### src/rtl/serdes_pkg.sv
// serdes_pkg: definitions shared by the serial link transmitter (serializer)
// and receiver (deserializer), so both ends agree on word size, state
// encoding and bit-counter width.
package serdes_pkg;

  localparam int DATA_SIZE_DEF = 4;

  localparam logic ST_IDLE  = 1'b0;
  localparam logic ST_SHIFT = 1'b1;

  typedef enum logic {
    IDLE  = ST_IDLE,
    SHIFT = ST_SHIFT
  } serdes_state_t;

  // The counter must be able to hold the value dataSize itself,
  // not just dataSize-1.
  function automatic int cntWidth(input int dataSize);
    return $clog2(dataSize + 1);
  endfunction

endpackage

### src/rtl/serializer.sv
// serializer: parallel-in, serial-out transmitter for the serial link.
// Accepts a DATA_SIZE-bit word on a valid/ready handshake and shifts it out
// MSB first, one bit per enabled clock, framed by oLoading.
//
// Ports:
//   iClk       system clock (same domain as the receiver)
//   iRst       asynchronous, active-low reset
//   iEn        clock qualifier; nothing changes on edges with iEn=0
//   iValid     upstream has a word on iData
//   iData      parallel word, sampled only on the accept edge
//   oReady     word can be accepted this cycle (combinational)
//   oData_out  serial data, MSB first
//   oLoading   high while oData_out carries a frame bit
//   oDone_flag one-enabled-cycle end-of-frame pulse
//
// state | meaning
// IDLE  | line idle, oReady=1, outputs low
// SHIFT | frame on the line; cnt = bits presented so far (1..DATA_SIZE)
module serializer
  import serdes_pkg::*;
#(
  parameter int DATA_SIZE = DATA_SIZE_DEF
) (
  input  logic                 iClk,
  input  logic                 iRst,
  input  logic                 iEn,
  input  logic                 iValid,
  input  logic [DATA_SIZE-1:0] iData,
  output logic                 oReady,
  output logic                 oData_out,
  output logic                 oLoading,
  output logic                 oDone_flag
);

  localparam int             CW       = cntWidth(DATA_SIZE);
  localparam logic [CW-1:0]  CNT_FULL = CW'(DATA_SIZE);

  serdes_state_t        state;
  logic [DATA_SIZE-1:0] shiftReg;
  logic [CW-1:0]        cnt;
  logic                 lastBit;

  // The last bit is on the line when cnt reaches DATA_SIZE; a new word may be
  // accepted on that edge so back-to-back frames have no gap.
  assign lastBit = (state == SHIFT) && (cnt == CNT_FULL);
  assign oReady  = (state == IDLE) || lastBit;

  always_ff @(posedge iClk or negedge iRst) begin
    if (!iRst) begin
      state      <= IDLE;
      shiftReg   <= '0;
      cnt        <= '0;
      oData_out  <= 1'b0;
      oLoading   <= 1'b0;
      oDone_flag <= 1'b0;
    end else if (iEn) begin
      oDone_flag <= 1'b0;
      if (state == IDLE || lastBit) begin
        if (lastBit) begin
          oDone_flag <= 1'b1;
        end
        if (iValid) begin
          // MSB goes straight to the line; the rest waits in shiftReg.
          oData_out <= iData[DATA_SIZE-1];
          shiftReg  <= {iData[DATA_SIZE-2:0], 1'b0};
          cnt       <= CW'(1);
          oLoading  <= 1'b1;
          state     <= SHIFT;
        end else begin
          oData_out <= 1'b0;
          oLoading  <= 1'b0;
          cnt       <= '0;
          state     <= IDLE;
        end
      end else begin
        oData_out <= shiftReg[DATA_SIZE-1];
        shiftReg  <= {shiftReg[DATA_SIZE-2:0], 1'b0};
        cnt       <= cnt + CW'(1);
      end
    end
  end

endmodule

### config.mk
export PLATFORM = sky130hd
export DESIGN_NAME = serializer
export DESIGN_NICKNAME = d
export VERILOG_FILES = /design/src/rtl/serdes_pkg.sv /design/src/rtl/serializer.sv
export SDC_FILE = /design/constraint.sdc
export NUM_CORES = 1
export LEC_CHECK = 0
export BUFFER_PORTS_ARGS = -buffer_cell sky130_fd_sc_hd__clkbuf_2
export CAP_MARGIN = 20
export CORE_AREA = 2 2 39 41
export CTS_BUF_LIST = sky130_fd_sc_hd__clkbuf_4
export DETAILED_ROUTE_END_ITERATION = 10
export DIE_AREA = 0 0 41 43
export GPL_TIMING_DRIVEN = 1
export PLACE_DENSITY_LB_ADDON = 0.1
export SLEW_MARGIN = 10
export SYNTH_ARGS = -nofsm -noshare
export SYNTH_HDL_FRONTEND = slang
export SYNTH_SLANG_ARGS = --single-unit
### constraint.sdc
create_clock -name iClk -period 4 [get_ports iClk]
set_input_delay 0.6 -clock iClk [delete_from_list [all_inputs] [get_ports iClk]]
set_output_delay 0.6 -clock iClk [all_outputs]
set_load 0.1 [all_outputs]
==> results of run 1 <==
[layout make-up]
type / count / share of cell area
tap: 16 / 0.0355
timing repair buffer: 11 / 0.0976
inverter: 6 / 0.0399
multi-input combinational: 30 / 0.375
sequential: 9 / 0.399
clock buffer: 4 / 0.0532
[routing by layer]
metal / GRT usage / wire length, microns
met5: 0 / 0
met1: 0.189 / 444
met4: 0.120 / 25
met2: 0.181 / 383
met3: 0.0314 / 42
[registers in the layout (all words and copies together) (netlist names)]
signal	count
oData_out	1
shiftReg	3
cnt	3
state	1
oDone_flag	1
[stage by stage]
step	setup slack (ps)	util	instances	hold WS [ps]	cell area, sq um
floorplan	1620	-	46	304	464
global placement	2010	0.386	72	472	534
detailed placement	1980	0.386	72	474	534
CTS	1680	0.408	76	182	564
global route	1600	0.408	76	194	564
finish	1700	0.408	76	186	564
[worst reg2reg max path: stages (launching register included)]
cell	delay, ps
dfrtp_1	370
inv_1	70
ha_1	250
a21boi_4	300
o21ai_2	130
a221oi_2	270
[cells by family (layout without fill, tap and decap cells)]
kind of cell,count (synthesis),count (layout),share of synthesized area
and+or+nand+nor,15,15,0.156
DFF,9,9,0.485
AOI/OAI and AO/OA,13,13,0.245
adders and majority gates,2,2,0.0539
buffers and inverters,7,21,0.0593
[placed cells by master (no fill, tap or decap)]
master     netlist  final
clkbuf_2         0     11
dfrtp_1          9      9
inv_1            6      6
nand2_1          6      6
clkbuf_4         0      4
nor2_1           3      3
o21ai_0          2      2
a21oi_1          2      2
ha_1             2      2
a21boi_4         1      1
o21ai_2          1      1
nor3_1           1      1
a221oi_1         1      1
nand3_1          1      1
nand3b_1         1      1
o2bb2ai_1        1      1
nor2b_1          1      1
a2bb2oi_1        1      1
nand2b_1         1      1
o22ai_1          1      1
a22o_1           1      1
nor4b_1          1      1
a221oi_2         1      1
a32o_1           1      1
[worst max-delay path by stage]
stage                         to  slack (ps)  depth (start not counted)
final                     oReady        1700                          5
after CTS                 oReady        1680                          5
after global placement    oReady        2010                          5
after floorplan           oReady        1620                          2
after detailed placement  oReady        1980                          5
after global routing      oReady        1600                          5
==> flow_summary.toml, run 1 <==
[outcome]
outcome = "completed"

[critical_path]
cp_max_fo = 10
crit_type = "reg2out"
reg2regPathDepth = 5
reg2reg_to = "shiftReg[2]$_DFFE_PN0P_"
required_ps = 3400
critPathMaxStageDelay_ps = 370
cp-start-kind = "flop"
reg2reg_slack_ps = 2520
cp_top_family = "buffers and inverters"
crit_slowest_cell = "dfrtp_1"
critPathMostFrequentCell = "inv_1"
cp.buffers_inverters = 3
crit_start = "cnt[0]$_DFFE_PN0P_"
path_cells = "inv_1 -> ha_1 -> a21boi_4 -> inv_1 -> clkbuf_2"
crit_arrival_ps = 1700
endpoint_kind = "output pin"
r2r_start = "cnt[0]$_DFFE_PN0P_"

[floorplan]
die_area_sq_um = 1760
num_rows = 14
ios = 12
start_util = 0.335
die-height_microns = 43
core_sq_um = 1380
die_w_microns = 41

[logic_synthesis]
ys_top_cells_by_area = "dfrtp_1 (49%), ha_1 (5.4%), inv_1 (4.9%)"
yosysSeqAreaShare = 0.485
synth.avg_cell_area_sq_um = 10.1
yosysMostFrequentCell = "dfrtp_1"
syn_inst = 46
syn_nets = 56
netlist_top_cells_count = "dfrtp_1 (9), inv_1 (6), nand2_1 (6)"
ys_types = 23
ys.warnings.count = 0
post-synth-top-area-cell = "dfrtp_1"
syn-cell-area_sq_um = 464
ys_async_sr_fraction = 1.00
synth_ff_type = "dfrtp_1"
synth_edf_count = 0
ys_seq_elements = 9
synth_top_cell_area_share = 0.485

[grt]
grt_antenna_before_repair = 0
grt_pass1_wl_microns = 1590
grt_max_degree = 11
grt_pass1_vias = 377
track_usage = 0.141
overflow = 0

[clock_network]
clk_pin_slew_worst_paths_ps = 60
cts_setup_buffers = 0
cts_tree = "yes"
clock_latency_ps = 260
hold_buffers = 0
cts_made_buffers = 3
cts_resized = 0
numClockSinks = 9
cts_max_level = 1
cts-root-buf = "clkbuf_4"
clk_path_buf_depth = 2

[sta]
max_freq_ghz = 0.436
worst_slew_pin_slew_ps = 538
fin_setup_tns_ps = 0
drv_slew = 0
relSlewSlack = 0.643
fin_crit_sh = 0.574
finalCriticalPeriod_ps = 2300
setup_viol_count_final = 0
rsz0062_at_grt = "no"
clock_skew_ps = 1.77
hold_violations = 0

[cells_and_area]
multi_input_area_sq_um = 211
drive_gt1_frac = 0.300
diodes = 0
nFillCells = 156
seqCellArea_sq_um = 225
area_growth_pct = 21.6
layout.nets = 71

[detailed_routing]
drcViolationCount = 0
viasPerCell = 4.97
firstDrtPassIters = 2
via_count = 378
ant_nets = 0
wl_per_cell_microns = 11.8
wl_microns = 894
drt_iter0_markers = 3

[flow_run]
max_cap_viol_count = 0

[placement]
dp_hpwl_microns = 686
place.gp.congestion = 0.645
portBuffers = 11

[min_path]
hp-class = "in2async"
Power of run 1 is left out: the tool's default activity adds up to more than one toggle a clock period on the data nets, which glitch-free logic cannot reach.
==> run 2: changes to the inputs <==
--- a/config.mk
+++ b/config.mk
@@ -5,6 +5,7 @@
 export SDC_FILE = /design/constraint.sdc
 export NUM_CORES = 1
 export LEC_CHECK = 0
+export ABC_AREA = 1
 export BUFFER_PORTS_ARGS = -buffer_cell sky130_fd_sc_hd__clkbuf_2
 export CAP_MARGIN = 20
 export CORE_AREA = 2 2 39 41
==> constraint.sdc (replaced) <==
create_clock -name iClk -period 2 [get_ports iClk]
set_input_delay 0.3 -clock iClk [delete_from_list [all_inputs] [get_ports iClk]]
set_output_delay 0.3 -clock iClk [all_outputs]
set_load 0.1 [all_outputs]
==> run 2 against run 1 <==
- flip-flop and latch count did not move
- worst hold slack improved by 84 ps
- global-route usage rose by 0.19 points
- register-to-register slack got worse by 1700 ps
- highest routed layer unchanged
- synthesized area rose by 10%
- design area rose by 8.2%
- wire length rose by 4.0%
- clock skew rose by 0.90 ps
- cell count rose by 18%
==> flow_summary.toml, run 2 <==
[floorplan]
core_sq_um = 1380
ios = 12
die-height_microns = 43
die_w_microns = 41
start_util = 0.370
num_rows = 14
die_area_sq_um = 1760

[sta]
rsz0062_at_grt = "no"
setup_viol_count_final = 0
clock_skew_ps = 2.67
hold_violations = 0
relSlewSlack = 0.644
max_freq_ghz = 0.580
drv_slew = 0
worst_slew_pin_slew_ps = 536
fin_crit_sh = 0.862
fin_setup_tns_ps = 0
timing.final.ws_setup_ps = 276
finalCriticalPeriod_ps = 1720
holdWs_ps = 270

[detailed_routing]
wl_per_cell_microns = 10.3
drt_iter0_markers = 3
wl_met3_microns = 30
met1_length_microns = 429
firstDrtPassIters = 4
dr_wl_met2_microns = 445
highest_layer = "met4"
drcViolationCount = 0
viasPerCell = 4.61
via_count = 415
ant_nets = 0
wl_microns = 930

[logic_synthesis]
netlist_top_cells_count = "nand2_1 (24), dfrtp_1 (9), nand3_1 (8)"
syn-cell-area_sq_um = 512
ys_top_cells_by_area = "dfrtp_1 (44%), nand2_1 (18%), nand2_4 (8.8%)"
post-synth-top-area-cell = "dfrtp_1"
yosysSeqAreaShare = 0.440
yosysMostFrequentCell = "nand2_1"
syn_nets = 70
synth_ff_type = "dfrtp_1"
syn_inst = 60
synth.avg_cell_area_sq_um = 8.53
synth_edf_count = 0
ys_seq_elements = 9
ys_types = 13
synth_top_cell_area_share = 0.440
ys.warnings.count = 0
ys_async_sr_fraction = 1.00

[power_and_ir_drop]
power.internal_mw = 0.480
fin_total_pwr_mw = 1.02
p_seq_frac = 0.320
power_switching_share = 0.529
p_sw_mw = 0.540
power.leakage_nw = 0.356
p_per_area_nw_per_um2 = 1670
ir_worst_vdd_mv = 0.850
clockPowerShare = 0.147
comb_power_share = 0.533

[cells_and_area]
drive_gt1_frac = 0.270
layout.nets = 85
diodes = 0
top_regs = "cnt x3, shiftReg x3"
layout_commonest_cell = "nand2_1"
area_growth_pct = 19.3
nFillCells = 155
final_cell_mix = "nand2_1 (24), clkbuf_2 (10), dfrtp_1 (9), nand3_1 (8), inv_1 (6)"
utilization = 0.441

[clock_network]
clock_latency_ps = 260
clk_pin_slew_worst_paths_ps = 60
cts-root-buf = "clkbuf_4"
numClockSinks = 9
cts_max_level = 1
cts_resized = 0
cts_made_buffers = 3
cts_tree = "yes"
clk_path_buf_depth = 2

[critical_path]
cp_max_fo = 7
endpoint = "oReady"
reg2reg_to = "shiftReg[3]$_DFFE_PN0P_"
reg2reg_slack_ps = 800
crit_type = "reg2out"
required_ps = 1700
crit_arrival_ps = 1420
reg2regPathDepth = 8
crit_start = "cnt[0]$_DFFE_PN0P_"
endpoint_kind = "output pin"
r2r_start = "cnt[0]$_DFFE_PN0P_"
cp-start-kind = "flop"

[grt]
grt_max_degree = 10
overflow = 0
grt_pass1_vias = 399
track_usage = 0.143
grt_pass1_wl_microns = 1650
grt_antenna_before_repair = 0

[placement]
portBuffers = 11
dp_hpwl_microns = 729
pre_cts_ws_ps = 547
place.gp.congestion = 0.755

[outcome]
outcome = "completed"

[flow_run]
max_cap_viol_count = 0

[min_path]
hp-class = "in2reg"
==> run 2: changes by cell type in the layout (fill, tap and decap cells not counted), moves of 2 or more <==
cell	delta
nand3_1	+7
nand2_4	+4
a21oi_1	-2
nand2_1	+18
nor2_1	-3
==> run 2: what timing repair did <==
| item | CTS | global route |
|---|---|---|
| buffers inserted | 0 | 0 |
| hold endpoints to repair | 9 | 0 |
| hold buffers | 1 | 0 |
==> run 2: worst min-delay path by stage <==
stage	from	end	cells past startpoint
floorplan	iRst	cnt[0]$_DFFE_PN0P_	0
global placement	iRst	shiftReg[2]$_DFFE_PN0P_	1
detailed placement	iRst	shiftReg[2]$_DFFE_PN0P_	1
CTS	iData[0]	shiftReg[1]$_DFFE_PN0P_	3
global route	iData[0]	shiftReg[1]$_DFFE_PN0P_	3
finish	iData[0]	shiftReg[1]$_DFFE_PN0P_	3
==> run 2: worst max-delay path, stage by stage (launching register included) <==
cell and delay, ps:
dfrtp_1 410, inv_1 70, ha_1 190, nand2_4 100, nand2_4 100, buf_4 300
==> run 2: cell type report <==
cell class / instances / area, sq um / area share
Timing Repair Buffer: 12 / 67.6 / 0.111
Multi-Input combinational cell: 43 / 245 / 0.402
Tap cell: 16 / 20.0 / 0.0328
Clock buffer: 4 / 30.0 / 0.0492
Sequential cell: 9 / 225 / 0.369
Inverter: 6 / 22.5 / 0.0369
==> run 2: routing by layer <==
metal	GRT usage	up-vias
li1	-	217
met1	0.182	187
met2	0.203	7
met3	0.0314	4
met4	0.100	0
met5	0	-
==> run 2: cells by family after synthesis <==
group	synth area share
XOR/XNOR	0.0171
buffers and inverters	0.0807
adder cells (fa/ha/maj)	0.0489
AND/OR/NAND/NOR	0.391
flip-flops	0.440
AO/OA/AOI/OAI	0.0220
==> run 2: metrics by stage <==
step,instances,area (sq um)
CTS,90,611
floorplan,60,512
global placement,85,571
detailed placement,85,571
global route,90,611
finish,90,611
==> run 2: power by group through the flow <==
stage | registers (mW) | logic [mW] | clock network [mW]
after detailed placement | 0.333 | 0.547 | 0
after CTS | 0.329 | 0.551 | 0.158
final | 0.327 | 0.544 | 0.149
after global placement | 0.333 | 0.548 | 0
after global routing | 0.342 | 0.602 | 0.171
after floorplan | 0.458 | 0.343 | 0
Note: power is estimated with default switching activity, not from simulation.
==> run 3: changes to the inputs <==
--- a/config.mk
+++ b/config.mk
@@ -8,12 +8,13 @@
 export ABC_AREA = 1
 export BUFFER_PORTS_ARGS = -buffer_cell sky130_fd_sc_hd__clkbuf_2
 export CAP_MARGIN = 20
-export CORE_AREA = 2 2 39 41
+export CORE_AREA = 8 8 45 47
 export CTS_BUF_LIST = sky130_fd_sc_hd__clkbuf_4
 export DETAILED_ROUTE_END_ITERATION = 10
-export DIE_AREA = 0 0 41 43
+export DIE_AREA = 0 0 53 55
 export GPL_TIMING_DRIVEN = 1
 export PLACE_DENSITY_LB_ADDON = 0.1
+export SKIP_CTS_REPAIR_TIMING = 1
 export SLEW_MARGIN = 10
 export SYNTH_ARGS = -nofsm -noshare
 export SYNTH_HDL_FRONTEND = slang
==> run 3 against run 2 <==
- worst setup slack improved by 14 ps
- critical path depth did not move
- utilization did not move
- sequential power barely moved
- non-clock buffer count did not move
- via count fell by 1.7%
- power rose by 0.24%
- register-to-register slack barely moved
- largest cell class unchanged
==> flow_summary.toml, run 3 (synthesized netlist as in run 2, its figures left out) <==
[critical_path]
reg2reg_to = "shiftReg[2]$_DFFE_PN0P_"
cp-start-kind = "flop"
r2r_start = "cnt[0]$_DFFE_PN0P_"
cp_max_fo = 7
required_ps = 1700
crit_arrival_ps = 1410
crit_start = "cnt[0]$_DFFE_PN0P_"
endpoint = "oReady"
crit_type = "reg2out"
reg2reg_slack_ps = 810
reg2regPathDepth = 8
endpoint_kind = "output pin"

[cells_and_area]
final_cell_mix = "nand2_1 (24), clkbuf_2 (10), dfrtp_1 (9), nand3_1 (8), inv_1 (6)"
seqCellArea_sq_um = 225
layout.nets = 85
utilization = 0.441
nFillCells = 153
area_growth_pct = 19.3
diodes = 0
final_area_sq_um = 611
multi_input_area_sq_um = 245
drive_gt1_frac = 0.270
top_regs = "cnt x3, shiftReg x3"
layout_commonest_cell = "nand2_1"

[detailed_routing]
viasPerCell = 4.53
firstDrtPassIters = 4
wl_microns = 1030
ant_nets = 0
wl_per_cell_microns = 11.4
via_count = 408
drt_iter0_markers = 5
drcViolationCount = 0

[floorplan]
core_sq_um = 1380
num_rows = 14
start_util = 0.370
ios = 12
die_area_sq_um = 2920
die-height_microns = 55
die_w_microns = 53

[sta]
clock_skew_ps = 3.01
relSlewSlack = 0.639
finalCriticalPeriod_ps = 1710
fin_setup_tns_ps = 0
max_freq_ghz = 0.585
timing.final.ws_setup_ps = 290
hold_violations = 0
setup_viol_count_final = 0
drv_slew = 0
worst_slew_pin_slew_ps = 543
fin_crit_sh = 0.855
rsz0062_at_grt = "no"

[clock_network]
cts_max_level = 1
cts-root-buf = "clkbuf_4"
clk_path_buf_depth = 2
cts_made_buffers = 3
cts_tree = "yes"
clock_latency_ps = 250
clk_pin_slew_worst_paths_ps = 60
numClockSinks = 9

[placement]
placed_cell_area_sq_um = 571
place.gp.congestion = 0.718
pre_cts_ws_ps = 558
dp_hpwl_microns = 818
portBuffers = 11

[grt]
overflow = 0
grt_max_degree = 10
grt_pass1_vias = 455
track_usage = 0.0862
grt_pass1_wl_microns = 1860
grt_antenna_before_repair = 0

[min_path]
whs_path_depth = 3
hp-class = "in2reg"

[power_and_ir_drop]
power.leakage_nw = 0.356
ir_worst_vdd_mv = 0.708
p_per_area_nw_per_um2 = 1670

[flow_run]
max_cap_viol_count = 0

[outcome]
outcome = "completed"
## run 3: cell counts in the layout (fill, tap and decap cells not counted)
No cell type changed its count.
## run 3: report_power, final
group	total, mW	switching, mW	internal (mW)
registers	0.329	0.0761	0.253
logic	0.542	0.406	0.136
clock network	0.151	0.0608	0.0903
total	1.02	0.543	0.480
## run 3: worst min path at each step
stage | end | start
after global placement | shiftReg[2]$_DFFE_PN0P_ | iRst
after floorplan | cnt[0]$_DFFE_PN0P_ | iRst
after detailed placement | shiftReg[2]$_DFFE_PN0P_ | iRst
after CTS | shiftReg[1]$_DFFE_PN0P_ | iRst
final | shiftReg[1]$_DFFE_PN0P_ | iData[0]
after global routing | shiftReg[1]$_DFFE_PN0P_ | iData[0]
## run 3: critical path, stage by stage, from the launching register on
cell and delay (ps):
dfrtp_1 400, inv_1 70, ha_1 180, nand2_4 100
nand2_4 100, buf_4 300
## run 3: area by class of cell
type,count,share of cell area
multi-input cells,43,0.402
flip-flops and latches,9,0.369
repair buffers,12,0.111
clock buffers,4,0.0492
well taps,16,0.0328
inverters,6,0.0369
## run 3: per-stage QoR
stage	std cells	power (mW)	hold slack, ps
after floorplan	60	0.802	4.41
after global placement	85	0.883	175
after detailed placement	85	0.880	172
after CTS	89	1.04	-108
after global routing	90	1.11	291
final	90	1.02	279
## run 3: routing by layer
metal,up-vias,global-route usage,part of all wire
met5,-,0,0
met4,0,0.0647,0.017
met3,2,0.0187,0.032
met2,5,0.143,0.50
met1,184,0.0955,0.45
li1,217,-,-
